`src/rtl/user_uart_rx_pkg.sv`:
```
// Shared definitions for the UART receive peripheral: register word offsets,
// the empty-read marker and the receive FSM states.
package user_uart_rx_pkg;

  localparam int unsigned UART_RX_DATA  = 0;
  localparam int unsigned UART_RX_STAT  = 1;
  localparam logic [31:0] UART_RX_EMPTY = 32'h8000_0000;

  typedef enum logic [1:0] {
    IDLE  = 2'd0,
    START = 2'd1,
    DATA  = 2'd2,
    STOP  = 2'd3
  } rx_state_e;

endpackage

```
`src/rtl/naive_bus.sv`:
```
// Simple request/grant SoC bus shared by the user peripherals.
interface naive_bus;
  logic        rd_req;
  logic        rd_gnt;
  logic [31:0] rd_addr;
  logic [31:0] rd_data;
  logic        wr_req;
  logic        wr_gnt;
  logic [31:0] wr_addr;
  logic [31:0] wr_data;
  logic [3:0]  wr_be;

  modport master (output rd_req, rd_addr, wr_req, wr_addr, wr_data, wr_be,
                  input  rd_gnt, rd_data, wr_gnt);
  modport slave  (input  rd_req, rd_addr, wr_req, wr_addr, wr_data, wr_be,
                  output rd_gnt, rd_data, wr_gnt);
endinterface

```
`src/rtl/user_uart_rx_fifo.sv`:
```
// Byte FIFO for received characters; register array with a combinational head.
// A push while full is accepted only when a pop frees a slot in the same cycle.
module user_uart_rx_fifo #(
  parameter int unsigned FIFO_AW = 4
) (
  input  logic             clk,
  input  logic             rst,
  input  logic             push_i,
  input  logic [7:0]       data_i,
  input  logic             pop_i,
  output logic [7:0]       head_o,
  output logic             full_o,
  output logic             empty_o,
  output logic [FIFO_AW:0] len_o
);

  localparam int unsigned DEPTH = 1 << FIFO_AW;
  localparam int unsigned LW    = FIFO_AW + 1;

  logic [7:0]    mem_q [DEPTH];
  logic [LW-1:0] wr_ptr_q;
  logic [LW-1:0] rd_ptr_q;
  logic          pop_ok;
  logic          push_ok;

  assign len_o   = wr_ptr_q - rd_ptr_q;
  assign full_o  = (len_o == LW'(DEPTH));
  assign empty_o = (len_o == '0);
  assign head_o  = mem_q[rd_ptr_q[FIFO_AW-1:0]];
  assign pop_ok  = pop_i & ~empty_o;
  assign push_ok = push_i & (~full_o | pop_ok);

  always_ff @(posedge clk or posedge rst) begin
    if (rst) begin
      wr_ptr_q <= '0;
      rd_ptr_q <= '0;
    end else begin
      if (push_ok) wr_ptr_q <= wr_ptr_q + LW'(1);
      if (pop_ok)  rd_ptr_q <= rd_ptr_q + LW'(1);
    end
  end

  always_ff @(posedge clk) begin
    if (push_ok) mem_q[wr_ptr_q[FIFO_AW-1:0]] <= data_i;
  end

endmodule

```
`src/rtl/user_uart_rx.sv`:
```
// UART 8N1 receiver slave on naive_bus with pop-on-read data and status registers.
// Define UART_RX_FRAME_ERR_EN to drop bytes with a low stop bit and flag frame_err.
module user_uart_rx
  import user_uart_rx_pkg::*;
#(
  parameter int unsigned UART_RX_CLK_DIV = 434,
  parameter int unsigned FIFO_AW         = 4
) (
  input  logic     clk,
  input  logic     rst,
  input  logic     i_uart_rx,
  output logic     o_irq,
  naive_bus.slave  bus
);

  localparam int unsigned CNT_W = $clog2(UART_RX_CLK_DIV);
  localparam int unsigned LW    = FIFO_AW + 1;

  logic             rx_s1_q, rx_sync_q, rx_prev_q;
  rx_state_e        state_q;
  logic [CNT_W-1:0] cnt_q;
  logic [2:0]       bit_idx_q;
  logic [7:0]       shift_q;
  logic             cnt_last, cnt_half;
  logic             push_c, pop_c, push_acc_c;
  logic             fifo_full, fifo_empty;
  logic [7:0]       fifo_head;
  logic [LW-1:0]    fifo_len, len_nxt;
  logic [29:0]      rd_word;
  logic             wr_stat;
  logic             overflow_q, overflow_d;
  logic             frame_err_c;
  logic             irq_q, irq_d;
  logic [31:0]      rd_data_q, rd_data_d;
  logic             unused_bus_c;

  assign cnt_last = (cnt_q == CNT_W'(UART_RX_CLK_DIV - 1));
  assign cnt_half = (cnt_q == CNT_W'(UART_RX_CLK_DIV / 2 - 1));

  // Synchroniser, edge detector and frame FSM; cnt restarts on each state change.
  always_ff @(posedge clk or posedge rst) begin
    if (rst) begin
      rx_s1_q   <= 1'b1;
      rx_sync_q <= 1'b1;
      rx_prev_q <= 1'b1;
      state_q   <= IDLE;
      cnt_q     <= '0;
      bit_idx_q <= '0;
      shift_q   <= '0;
    end else begin
      rx_s1_q   <= i_uart_rx;
      rx_sync_q <= rx_s1_q;
      rx_prev_q <= rx_sync_q;
      cnt_q     <= cnt_q + CNT_W'(1);
      case (state_q)
        IDLE: begin
          cnt_q <= '0;
          if (rx_prev_q & ~rx_sync_q) state_q <= START;
        end
        START: begin
          if (cnt_half) begin
            cnt_q     <= '0;
            bit_idx_q <= '0;
            state_q   <= rx_sync_q ? IDLE : DATA;
          end
        end
        DATA: begin
          if (cnt_last) begin
            cnt_q     <= '0;
            shift_q   <= {rx_sync_q, shift_q[7:1]};
            bit_idx_q <= bit_idx_q + 3'd1;
            if (bit_idx_q == 3'd7) state_q <= STOP;
          end
        end
        STOP: begin
          if (cnt_last) begin
            cnt_q   <= '0;
            state_q <= IDLE;
          end
        end
        default: state_q <= IDLE;
      endcase
    end
  end

  assign wr_stat = bus.wr_req & bus.wr_be[0] & (bus.wr_addr[31:2] == 30'(UART_RX_STAT));

`ifdef UART_RX_FRAME_ERR_EN
  logic frame_err_q;
  assign push_c      = (state_q == STOP) & cnt_last & rx_sync_q;
  assign frame_err_c = frame_err_q;

  always_ff @(posedge clk or posedge rst) begin
    if (rst) frame_err_q <= 1'b0;
    else     frame_err_q <= ((state_q == STOP) & cnt_last & ~rx_sync_q)
                          | (frame_err_q & ~(wr_stat & bus.wr_data[1]));
  end
`else
  assign push_c      = (state_q == STOP) & cnt_last;
  assign frame_err_c = 1'b0;
`endif

  user_uart_rx_fifo #(.FIFO_AW(FIFO_AW)) u_fifo (
    .clk     (clk),
    .rst     (rst),
    .push_i  (push_c),
    .data_i  (shift_q),
    .pop_i   (pop_c),
    .head_o  (fifo_head),
    .full_o  (fifo_full),
    .empty_o (fifo_empty),
    .len_o   (fifo_len)
  );

  assign rd_word    = bus.rd_addr[31:2];
  assign pop_c      = bus.rd_req & (rd_word == 30'(UART_RX_DATA)) & ~fifo_empty;
  assign push_acc_c = push_c & (~fifo_full | pop_c);
  assign len_nxt    = fifo_len + LW'(push_acc_c) - LW'(pop_c);

  // Next values for flags, irq and read data.
  always_comb begin
    overflow_d = (push_c & fifo_full & ~pop_c) | (overflow_q & ~(wr_stat & bus.wr_data[0]));
    irq_d      = (len_nxt != '0);
    rd_data_d  = '0;
    if (bus.rd_req) begin
      if (rd_word == 30'(UART_RX_DATA))
        rd_data_d = fifo_empty ? UART_RX_EMPTY : {24'h0, fifo_head};
      else if (rd_word == 30'(UART_RX_STAT))
        rd_data_d = {16'(fifo_len), 14'h0, frame_err_c, overflow_q};
    end
  end

  always_ff @(posedge clk or posedge rst) begin
    if (rst) begin
      overflow_q <= 1'b0;
      irq_q      <= 1'b0;
      rd_data_q  <= '0;
    end else begin
      overflow_q <= overflow_d;
      irq_q      <= irq_d;
      rd_data_q  <= rd_data_d;
    end
  end

  assign o_irq       = irq_q;
  assign bus.rd_data = rd_data_q;
  assign bus.rd_gnt  = bus.rd_req;
  assign bus.wr_gnt  = bus.wr_req;

  assign unused_bus_c = ^{bus.rd_addr[1:0], bus.wr_addr[1:0], bus.wr_data[31:1], bus.wr_be[3:1]};

endmodule

```
`src/flat_wrapper.sv`:
```
// flat-port wrapper written by rule: the top's interface ports become plain ports
module user_uart_rx_flat import user_uart_rx_pkg::*;
#(
  parameter int unsigned UART_RX_CLK_DIV = 434,
  parameter int unsigned FIFO_AW         = 4
)
  (clk, rst, i_uart_rx, o_irq, bus_rd_req, bus_rd_addr, bus_wr_req, bus_wr_addr, bus_wr_data, bus_wr_be, bus_rd_gnt, bus_rd_data, bus_wr_gnt);
  naive_bus bus_i ();
  input  logic clk;
  input  logic rst;
  input  logic i_uart_rx;
  output logic o_irq;
  input wire logic [$bits(bus_i.rd_req)-1:0] bus_rd_req;
  input wire logic [$bits(bus_i.rd_addr)-1:0] bus_rd_addr;
  input wire logic [$bits(bus_i.wr_req)-1:0] bus_wr_req;
  input wire logic [$bits(bus_i.wr_addr)-1:0] bus_wr_addr;
  input wire logic [$bits(bus_i.wr_data)-1:0] bus_wr_data;
  input wire logic [$bits(bus_i.wr_be)-1:0] bus_wr_be;
  output wire logic [$bits(bus_i.rd_gnt)-1:0] bus_rd_gnt;
  output wire logic [$bits(bus_i.rd_data)-1:0] bus_rd_data;
  output wire logic [$bits(bus_i.wr_gnt)-1:0] bus_wr_gnt;
  assign bus_i.rd_req = bus_rd_req;
  assign bus_i.rd_addr = bus_rd_addr;
  assign bus_i.wr_req = bus_wr_req;
  assign bus_i.wr_addr = bus_wr_addr;
  assign bus_i.wr_data = bus_wr_data;
  assign bus_i.wr_be = bus_wr_be;
  assign bus_rd_gnt = bus_i.rd_gnt;
  assign bus_rd_data = bus_i.rd_data;
  assign bus_wr_gnt = bus_i.wr_gnt;
  user_uart_rx #(.UART_RX_CLK_DIV(UART_RX_CLK_DIV), .FIFO_AW(FIFO_AW)) u_core (.clk(clk), .rst(rst), .i_uart_rx(i_uart_rx), .o_irq(o_irq), .bus(bus_i));
endmodule
```
`config.mk`:
```
export PLATFORM = sky130hd
export DESIGN_NAME = user_uart_rx_flat
export DESIGN_NICKNAME = d
export VERILOG_FILES = /design/src/rtl/user_uart_rx_pkg.sv /design/src/rtl/naive_bus.sv /design/src/rtl/user_uart_rx_fifo.sv /design/src/rtl/user_uart_rx.sv /design/src/flat_wrapper.sv
export SDC_FILE = /design/constraint.sdc
export NUM_CORES = 1
export LEC_CHECK = 0
export BUFFER_PORTS_ARGS = -buffer_cell sky130_fd_sc_hd__buf_2
export CAP_MARGIN = 20
export CORE_UTILIZATION = 30
export DETAILED_ROUTE_END_ITERATION = 10
export GPL_ROUTABILITY_DRIVEN = 0
export HOLD_SLACK_MARGIN = 0.02
export MAX_ROUTING_LAYER = met4
export SLEW_MARGIN = 5
export SYNTH_ARGS = -nofsm -noshare
export SYNTH_HDL_FRONTEND = slang
export SYNTH_SLANG_ARGS = --single-unit
```
`constraint.sdc`:
```
create_clock -name clk -period 6.12 [get_ports clk]
set_input_delay 1.224 -clock clk [delete_from_list [all_inputs] [get_ports clk]]
set_output_delay 1.224 -clock clk [all_outputs]
set_load 0.05 [all_outputs]
```
==> metrics.md, run 1 <==
| Metric | Value |
|---|---|
| DR pass1 iterations | 4 |
| Status | finished, final reports clean |
| # setup viols final | 0 |
| Via density per instance | 4.561 |
| Clock transition at path regs | 0.07 ns |
| Clk Latency, worst-skew pair | 0.43 ns |
| #FFs+latches synth | 179 |
| Max_cap viols | 0 |
| RSZ-0062 raised after global routing | no |
| DP Area | 8591 sq um |
| Crit Path Max Fanout | 14 |
| Post-CTS Setup Inserts | 0 |
| Main synth FF type | edfxtp_1 |
| Pwr Density | 275.3 nW/um^2 |
| DRC | 0 |
| WL final | 13930 um |
| Reg-to-reg slack, setup | 1.43 ns |
| Synth warn | 0 |
| Routed Antenna Nets | 0 |
| Final Instance Area | 9160 sq um |
| Clk buf depth | 2 |
| Synthesized instance count | 474 |
| Min Clock Period, post-route | 4.687 ns |
| Total power | 0.002521 W |
| Via count | 4164 |
| TritonCTS Buffers | 17 |
| Nets | 696 |
| CTS tree | yes |
| Total I/O pin count | 140 |
| Synth Area per Inst | 16.67 sq um |
| Std-Cell Rows | 59 |
| Post-route insts no fill | 913 |
| Synthesized area | 7901 sq um |
| Worst Hold Depth | 0 |
| Core box area | 25910 sq um |
| Slew HR | 0.2569 |
| Post-synth EDFFs | 128 |
| Largest net degree at the start of global routing | 52 |
| Hold_buf cts | 0 |
| Die Y | 164.3 um |
| Final Skew | 0.01114 ns |
| Post-DP HPWL | 9963 um |
| Final hold vios | 0 |
| Min-delay worst type | register to register |
| Global Route Usage Sum | 0.1133 |
| Starting Density | 0.3049 |
| Per-cell routed wire length | 15.26 um |
| N_diodes | 0 |
| CTS sink cnt | 179 |
| Initial antenna violation count | 0 |
| Final hold slack | 0.3560 ns |
| RR Endpoint | u_core.o_irq |
| R2R cell count | 19 |
| Final Cycle Share | 0.7658 |
| WP data required | 6.49 ns |
| Register area share after synthesis | 0.6485 |
| CP arrival | 5.05 ns |
| Most frequent cells in the layout | 128 x edfxtp_1, 83 x buf_2, 47 x dfrtp_1 |
| Post-synthesis async set-or-reset flop share | 0.2849 |
| DP Cell Count | 880 |
| Clock root buffer | clkbuf_16 |
| Worst setup EP type | register |
| Area of the multi-input gates | 2507 sq um |
| # H-tree levels | 4 |
| Max frequency | 213.4 MHz |
| DR iter-0 viols | 234 |
| Synth-to-layout area growth | 15.93% |
| Post-synth cell types | 53 |
| First-pass GRT wire length | 22060 um |
| Setup_tns | 0 ns |
| Total congestion overflow | 0 |
| Leakage power | 3.914 nW |
| Startpoint Class | register |
| Die width | 164.3 um |
| Hold Startpoint | u_core.rx_s1_q |
| Fillers | 2428 |
| Fin. max-slew vios | 0 |
| Layout cells sized above 1 | 0.2768 |
| Crit Reg-Reg Startpoint | u_core.u_fifo.rd_ptr_q[2] |
| CP Class | register to register |
| Slew @ Worst Pin | 1.112 ns |
| Commonest non-fill, non-tap cell in the layout | edfxtp_1 |
| Max VDD drop | 0.2079 mV |
| PostCTS Resize Cnt | 0 |
| Vias in the first global route | 4138 |
| Endpoint, Worst Hold | u_core.rx_sync_q |
| Seq. cell area | 5125 sq um |
| Port buffer count | 83 |
| Total die area | 26990 sq um |
[stage by stage]
stage | util | setup WS, ns
after floorplan | - | 1.912
final | 0.3535 | 1.433
after global placement | 0.3315 | 1.515
after detailed placement | 0.3315 | 1.402
after CTS | 0.3532 | 1.397
after global routing | 0.3535 | 1.133
[cells by family after synthesis]
| logic type | share of synthesized area |
|---|---|
| AOI/OAI and AO/OA | 0.01710 |
| xor gates and xnor gates | 0.02613 |
| adders and majority gates | 0.04307 |
| buffers and inverters | 0.04228 |
| DFF | 0.6485 |
| muxes | 0.1363 |
| other | 0.0004746 |
| and+or+nand+nor | 0.08615 |
[synth_stat cells (4+ instances only)]
library cell,number,area (sq um)
edfxtp_1,128,3844
dfrtp_1,48,1201
mux4_2,27,608.1
ha_1,24,300.3
nor2_1,24,90.09
and3_1,20,125.1
buf_4,20,150.1
inv_1,19,71.32
nand2_1,14,52.55
xnor2_1,13,113.9
mux4_1,12,315.3
nor4_1,12,75.07
mux2_1,10,112.6
clkbuf_1,8,30.03
nand4_1,8,50.05
xor2_1,8,70.07
nand3_1,7,35.03
a21oi_1,6,30.03
and2_1,5,31.28
nor2b_1,5,31.28
nand2b_1,4,25.02
nor3_1,4,20.02
[worst max-delay path by stage]
| stage | startpoint | endpoint | slack (ns) |
|---|---|---|---|
| floorplan | u_core.u_fifo.rd_ptr_q[1] | u_core.o_irq | 1.91 |
| global placement | u_core.u_fifo.rd_ptr_q[2] | u_core.o_irq | 1.51 |
| detailed placement | u_core.u_fifo.rd_ptr_q[2] | u_core.o_irq | 1.40 |
| CTS | u_core.u_fifo.rd_ptr_q[2] | u_core.o_irq | 1.40 |
| global route | u_core.u_fifo.rd_ptr_q[2] | u_core.o_irq | 1.13 |
| finish | u_core.u_fifo.rd_ptr_q[2] | u_core.o_irq | 1.43 |
[cell type report]
type                    count  share of cell area
flip-flops and latches    179              0.5595
multi-input cells         256              0.2737
repair buffers             90             0.05109
clock buffers              18             0.04685
well taps                 335             0.04576
clock inverters            14             0.01448
inverters                  21            0.008605
[metal layers]
layer / routed length (um) / GRT usage
met5: 0 / -
met4: 196 / 0.04588
met3: 505 / 0.02854
met2: 7432 / 0.1878
met1: 5795 / 0.1311
[sequential cells by signal, indices dropped and copies added (netlist names), 3 cells and up, named ones only]
signal	flops
u_core.bit_idx_q	3
u_core.u_fifo.wr_ptr_q	5
u_core.u_fifo.rd_ptr_q	5
u_core.cnt_q	9
u_core.bus.rd_data	14
u_core.shift_q	8
u_core.u_fifo.mem_q	128
[power by group]
group / internal [W] / total, W / switching, W
Combinational: 0.0000619 / 0.000178 / 0.000116
Sequential: 0.00130 / 0.00132 / 0.0000187
Clock: 0.000566 / 0.00102 / 0.000454
[worst max-delay path, cell delays in order (launching register included)]
cell	delay, ns
dfrtp_1	0.71
inv_1	0.10
ha_1	0.35
nor2b_1	0.15
a221oi_1	0.30
xor2_1	0.22
ha_1	0.26
and4_1	0.20
mux2i_1	0.32
o21a_2	0.34
inv_2	0.12
ha_1	0.29
inv_1	0.04
ha_1	0.20
fa_1	0.41
a21oi_1	0.16
nor2_1	0.06
nor2_1	0.10
xnor3_1	0.22
nand3_1	0.08
(Power assumes the default switching activity.)
==> run 2, diff against run 1 <==
clock period = 4.45 ns   (was 6.12 ns; I/O delays follow)
==> run 2 against run 1 <==
  * Count of clock-buffer cells in the layout is the same
  * Sequential share of layout area decreased by 0.39 points
  * Critical path depth shrank 1
  * Non-clock buffer count up 6
  * Die area unchanged
  * Cell count rose by 0.66%
  * Worst hold slack lost 0.00077 ns
  * Utilization is 0.25 points higher
  * First-iteration DRC count rose by 5.1%
  * Total power is 40% higher
  * Critical endpoint unchanged
  * Largest power group unchanged
  * Clock power up 43%
==> metrics.md, run 2 (same netlist as run 1, synthesis figures left out) <==
| Metric | Value |
|---|---|
| Total I/O pin count | 140 (unchanged) |
| # setup viols final | 0 (unchanged) |
| Status | finished, final reports clean (unchanged) |
| Pwr Density | 382.5 nW/um^2 (was 275.3 nW/um^2) |
| Slowest cell delay on critical path | 0.41 ns (was 0.71 ns) |
| Via count | 4260 (was 4164) |
| Global Route Usage Sum | 0.1189 (was 0.1133) |
| WP data required | 4.81 ns (was 6.49 ns) |
| TritonCTS Buffers | 17 (unchanged) |
| Via density per instance | 4.635 (was 4.561) |
| Commonest non-fill, non-tap cell in the layout | edfxtp_1 (unchanged) |
| Routed Antenna Nets | 0 (unchanged) |
| Slew HR | 0.4582 (was 0.2569) |
| Most frequent cells in the layout | 128 x edfxtp_1, 83 x buf_2, 47 x dfrtp_1 (unchanged) |
| Final core occ | 0.3560 (was 0.3535) |
| Synth-to-layout area growth | 16.74% (was 15.93%) |
| Critical path's top delay family | adder cells (unchanged) |
| Final Skew | 0.01185 ns (was 0.01114 ns) |
| Post-DP HPWL | 10320 um (was 9963 um) |
| Slew @ Worst Pin | 0.8110 ns (was 1.112 ns) |
| Clk Latency, worst-skew pair | 0.43 ns (about the same) |
| Initial antenna violation count | 0 (unchanged) |
| Fillers | 2378 (was 2428) |
| CTS sink cnt | 179 (unchanged) |
| Total power | 0.003528 W (was 0.002521 W) |
| Post-CTS Setup Inserts | 0 (unchanged) |
| DP Cell Count | 887 (was 880) |
| Per-cell routed wire length | 15.97 um (was 15.26 um) |
| Min Clock Period, post-route | 4.045 ns (was 4.687 ns) |
| Critical path buffer and inverter count | 3 (unchanged) |
| Total congestion overflow | 0 (unchanged) |
| Worst path slowest cell | fa_1 (was dfrtp_1) |
| DR iter-0 viols | 246 (was 234) |
| CTS tree | yes (unchanged) |
| PostCTS Resize Cnt | 0 (unchanged) |
| Met2 GRT Util | 0.1964 (was 0.1878) |
| Critical path, cell by cell | inv_1 > ha_1 > fa_1 > xor2_1 > ha_1 > and4_1 > mux2i_1 > o21a_2 > inv_2 > ha_1 > inv_1 > ha_1 > fa_1 > a21oi_1 > nor2_1 > nor2_1 > xnor3_1 > nand3_1 (was inv_1 > ha_1 > nor2b_1 > a221oi_1 > xor2_1 > ha_1 > and4_1 > mux2i_1 > o21a_2 > inv_2 > ha_1 > inv_1 > ha_1 > fa_1 > a21oi_1 > nor2_1 > nor2_1 > xnor3_1 > nand3_1) |
| Clock transition at path regs | 0.07 ns (about the same) |
| Fin. max-slew vios | 0 (unchanged) |
| Total die area | 26990 sq um (unchanged) |
| Gr busiest metal | met2 (unchanged) |
| Startpoint Class | register (unchanged) |
| CP Class | register to register (unchanged) |
| Post-route insts no fill | 919 (was 913) |
| RSZ-0062 raised after global routing | no (unchanged) |
| N_diodes | 0 (unchanged) |
| Std-Cell Rows | 59 (unchanged) |
| Die Y | 164.3 um (unchanged) |
| Port buffer count | 83 (unchanged) |
| Worst setup EP type | register (unchanged) |
| Largest net degree at the start of global routing | 36 (was 52) |
| Final hold vios | 0 (unchanged) |
| Hold_buf cts | 0 (unchanged) |
| Crit Path Max Fanout | 14 (unchanged) |
| DR pass1 iterations | 4 (unchanged) |
| GR Util met1 | 0.1403 (was 0.1311) |
| CP dominant cell by count | ha_1 (unchanged) |
| First-pass GRT wire length | 23160 um (was 22060 um) |
| Nets | 702 (was 696) |
| Leakage power | 3.954 nW (was 3.914 nW) |
| Max VDD drop | 0.3234 mV (was 0.2079 mV) |
| Final Cycle Share | 0.9089 (was 0.7658) |
| # H-tree levels | 4 (unchanged) |
| Vias in the first global route | 4305 (was 4138) |
| Layout cells sized above 1 | 0.2808 (was 0.2768) |
| Met3 Usage GRT | 0.02727 (was 0.02854) |
| CP arrival | 4.40 ns (was 5.05 ns) |
| Die width | 164.3 um (unchanged) |
| Min-delay worst type | register to register (unchanged) |
| Max FFs per register | 128 (unchanged) |
| Starting Density | 0.3049 (unchanged) |
| DRC | 0 (unchanged) |
| Clk buf depth | 2 (unchanged) |
| WL final | 14670 um (was 13930 um) |
| Core box area | 25910 sq um (unchanged) |
| Setup_tns | 0 ns (unchanged) |
| Clock root buffer | clkbuf_16 (unchanged) |
| Max_cap viols | 0 (unchanged) |
| Max frequency | 247.2 MHz (was 213.4 MHz) |
run 2: changes by cell type in the layout (fill, tap and decap cells not counted), sizes merged:
cell / change
buf: +7
clkinv: -1
bufinv: +1
clkbuf: -1
inv: +1
clkinvlp: -1
run 2: layout make-up:
class	instances	area [sq um]	share of cell area
clock buffers	18	429.2	0.04653
clock inverters	14	151.4	0.01641
flip-flops and latches	179	5125	0.5556
inverters	21	78.83	0.008546
well taps	335	419.2	0.04544
multi-input cells	256	2507	0.2718
repair buffers	96	513.0	0.05562
run 2: stage by stage:
| step | instance area, sq um | worst slack [ns] | hold WS, ns |
|---|---|---|---|
| final | 9224 | 0.4053 | 0.3553 |
| after global routing | 9224 | 0.1009 | 0.3570 |
| after CTS | 9224 | 0.3937 | 0.3562 |
| after detailed placement | 8643 | 0.4250 | 0.3468 |
| after global placement | 8643 | 0.5656 | 0.3466 |
| after floorplan | 7965 | 0.2421 | 0.3452 |
run 2: power breakdown:
| part | internal, W | total, W | switching (W) |
|---|---|---|---|
| Clock | 0.000835 | 0.00146 | 0.000629 |
| Combinational | 0.0000843 | 0.000244 | 0.000160 |
| Sequential | 0.00179 | 0.00182 | 0.0000266 |
run 2: metal layers:
| layer | part of all wire | vias up |
|---|---|---|
| li1 | - | 1989 |
| met1 | 0.41 | 2163 |
| met2 | 0.53 | 88 |
| met3 | 0.039 | 20 |
| met4 | 0.016 | 0 |
| met5 | 0 | - |
run 2: path summary, 6_finish.rpt:
| kind | startpoint | to | slack [ns] | cells after the start |
|---|---|---|---|---|
| worst max-delay path | u_core.u_fifo.wr_ptr_q[0] | u_core.o_irq | 0.41 | 18 |
| worst min-delay path | u_core.rx_s1_q | u_core.rx_sync_q | 0.36 | 0 |
| worst max register to register | u_core.u_fifo.wr_ptr_q[0] | u_core.o_irq | 0.41 | 18 |
| worst min register to register | u_core.rx_s1_q | u_core.rx_sync_q | 0.36 | 0 |
| max in group asynchronous | rst | u_core.u_fifo.rd_ptr_q[0] | 3.09 | 3 |
| min in group asynchronous | rst | u_core.bus.rd_data[17] | 0.56 | 2 |
run 2: worst register-to-register path: cells and delay by family (launching register included):
family	cells	cell delay (ns)
and+or+nand+nor	4	0.47
buffers and inverters	3	0.27
muxes	1	0.17
xor gates and xnor gates	2	0.44
AOI/OAI and AO/OA	2	0.47
adders and majority gates	6	1.77
DFF	1	0.40
==> run 3, diff against run 2 <==
PLACE_DENSITY = 0.51   (was not set)
==> run 3 against run 2 <==
  * First-iteration DRC count increased by 30%
  * Worst setup slack got worse by 0.041 ns
  * Global-route usage increased by 0.71 points
  * Non-clock buffer count increased by 2
  * Sequential share of layout area decreased by 0.11 points
  * Wire length increased by 6.8%
==> metrics.md, run 3 (same netlist as run 1, synthesis figures left out) <==
| Metric | Value |
|---|---|
| Clock transition at path regs | 0.06 ns (was 0.07 ns) |
| Post-DP HPWL | 10840 um (was 10320 um) |
| Vias in the first global route | 4159 (was 4305) |
| N_diodes | 0 (unchanged) |
| Layout cells sized above 1 | 0.2884 (was 0.2808) |
| Slew HR | 0.4378 (was 0.4582) |
| First-pass GRT wire length | 23940 um (was 23160 um) |
| WL final | 15680 um (was 14670 um) |
| DRC | 0 (unchanged) |
| # setup viols final | 0 (unchanged) |
| Global Route Usage Sum | 0.1261 (was 0.1189) |
| PostCTS Resize Cnt | 0 (unchanged) |
| Final Skew | 0.006862 ns (was 0.01185 ns) |
| Port buffer count | 83 (unchanged) |
| Commonest non-fill, non-tap cell in the layout | edfxtp_1 (unchanged) |
| Per-cell routed wire length | 17.02 um (was 15.97 um) |
| Clk buf depth | 2 (unchanged) |
| Worst setup EP type | register (unchanged) |
| WP data required | 4.81 ns (about the same) |
| Largest net degree at the start of global routing | 36 (unchanged) |
| Pwr Density | 383.0 nW/um^2 (was 382.5 nW/um^2) |
| Nets | 704 (was 702) |
| DR pass1 iterations | 5 (was 4) |
| Max_cap viols | 0 (unchanged) |
| Routed Antenna Nets | 0 (unchanged) |
| TritonCTS Buffers | 17 (unchanged) |
| Clk Latency, worst-skew pair | 0.42 ns (was 0.43 ns) |
| CP Class | register to register (unchanged) |
| Initial antenna violation count | 0 (unchanged) |
| Crit Path Max Fanout | 14 (unchanged) |
| Die width | 164.3 um (unchanged) |
| Total I/O pin count | 140 (unchanged) |
| Max VDD drop | 0.3431 mV (was 0.3234 mV) |
| Die Y | 164.3 um (unchanged) |
| Std-Cell Rows | 59 (unchanged) |
| Via density per instance | 4.618 (was 4.635) |
| Worst Setup SP | u_core.u_fifo.wr_ptr_q[2] (was u_core.u_fifo.wr_ptr_q[0]) |
| Total die area | 26990 sq um (unchanged) |
| Synth-to-layout area growth | 16.96% (was 16.74%) |
| # H-tree levels | 4 (unchanged) |
| Fin. max-slew vios | 0 (unchanged) |
| Core box area | 25910 sq um (unchanged) |
| Max frequency | 244.8 MHz (was 247.2 MHz) |
| Slew @ Worst Pin | 0.8415 ns (was 0.8110 ns) |
| Startpoint Class | register (unchanged) |
| Max FFs per register | 128 (unchanged) |
| Hold Startpoint | u_core.rx_s1_q (unchanged) |
| Worst slack at placement | 0.4178 ns (was 0.4250 ns) |
| Final Cycle Share | 0.9182 (was 0.9089) |
| CTS sink cnt | 179 (unchanged) |
| CTS tree | yes (unchanged) |
| DP Area | 8658 sq um (was 8643 sq um) |
| Leakage power | 3.954 nW (about the same) |
| Setup_tns | 0 ns (unchanged) |
| Final Instance Area | 9241 sq um (was 9224 sq um) |
| Via count | 4253 (was 4260) |
| Fillers | 2409 (was 2378) |
| Crit Reg-Reg Startpoint | u_core.u_fifo.wr_ptr_q[2] (was u_core.u_fifo.wr_ptr_q[0]) |
| Final hold vios | 0 (unchanged) |
| Min-delay worst type | register to register (unchanged) |
| Hold_buf cts | 0 (unchanged) |
| Status | finished, final reports clean (unchanged) |
| DR iter-0 viols | 320 (was 246) |
| Total congestion overflow | 0 (unchanged) |
| Min setup slack post-route | 0.3642 ns (was 0.4053 ns) |
| Min Clock Period, post-route | 4.086 ns (was 4.045 ns) |
| Most frequent cells in the layout | 128 x edfxtp_1, 83 x buf_2, 47 x dfrtp_1 (unchanged) |
| CP arrival | 4.45 ns (was 4.40 ns) |
| RSZ-0062 raised after global routing | no (unchanged) |
| Clock root buffer | clkbuf_16 (unchanged) |
| Post-CTS Setup Inserts | 0 (unchanged) |
| Starting Density | 0.3049 (unchanged) |
## run 3: cell count changes in the layout (fill, tap and decap cells not counted)
cell | previous run | this run
clkinv_2 | 1 | 2
clkinv_1 | 3 | 0
buf_4 | 13 | 15
inv_8 | 2 | 0
clkinv_4 | 3 | 4
clkinvlp_4 | 0 | 3
## run 3: worst max-delay path, stage by stage (launching register included)
cell and delay [ns]:
dfrtp_1 0.39, ha_1 0.36, nor2b_1 0.15, a221oi_1 0.29, xor2_1 0.16, ha_1 0.24
and4_1 0.20, mux2i_1 0.24, o21a_2 0.33, inv_2 0.11, ha_1 0.29, inv_1 0.04
ha_1 0.20, fa_1 0.41, a21oi_1 0.17, nor2_1 0.05, nor2_1 0.10, xnor3_1 0.22
nand3_1 0.08
## run 3: layout make-up
type | instances | area (sq um) | share of cell area
clock buffer | 18 | 429.2 | 0.04644
clock inverter | 14 | 153.9 | 0.01665
tap | 335 | 419.2 | 0.04536
multi-input combinational | 256 | 2507 | 0.2713
sequential | 179 | 5125 | 0.5546
inverter | 21 | 78.83 | 0.008530
timing repair buffer | 98 | 528.0 | 0.05714
## run 3: layer usage
layer / part of all wire / global-route usage / vias up
met5: 0 / - / -
met4: 0.014 / 0.04798 / 0
met3: 0.031 / 0.02424 / 17
met2: 0.50 / 0.1951 / 66
met1: 0.46 / 0.1637 / 2178
li1: - / - / 1992
## run 3: report_power, final
part / total (W) / switching (W) / leakage (nW) / internal, W
Combinational: 0.000251 / 0.000166 / 1.50 / 0.0000845
Sequential: 0.00182 / 0.0000271 / 2.18 / 0.00179
Clock: 0.00147 / 0.000635 / 0.277 / 0.000833
## run 3: path summary, 6_finish.rpt
check | to | slack [ns] | cells past startpoint
worst max-delay path | u_core.o_irq | 0.36 | 18
worst min-delay path | u_core.rx_sync_q | 0.36 | 0
worst max register to register | u_core.o_irq | 0.36 | 18
worst min register to register | u_core.rx_sync_q | 0.36 | 0
max in group asynchronous | u_core.rx_s1_q | 3.10 | 3
min in group asynchronous | u_core.o_irq | 0.48 | 2
## run 3: per-stage QoR
step / power, W / hold slack (ns) / instances / util
3_5_place_dp: 0.002106 / 0.3468 / 889 / 0.3342
6_report: 0.003539 / 0.3560 / 921 / 0.3567
3_3_place_gp: 0.002085 / 0.3466 / 889 / 0.3342
2_1_floorplan: 0.002040 / 0.3452 / 491 / -
4_1_cts: 0.003574 / 0.3566 / 921 / 0.3567
5_1_grt: 0.003673 / 0.3601 / 921 / 0.3567
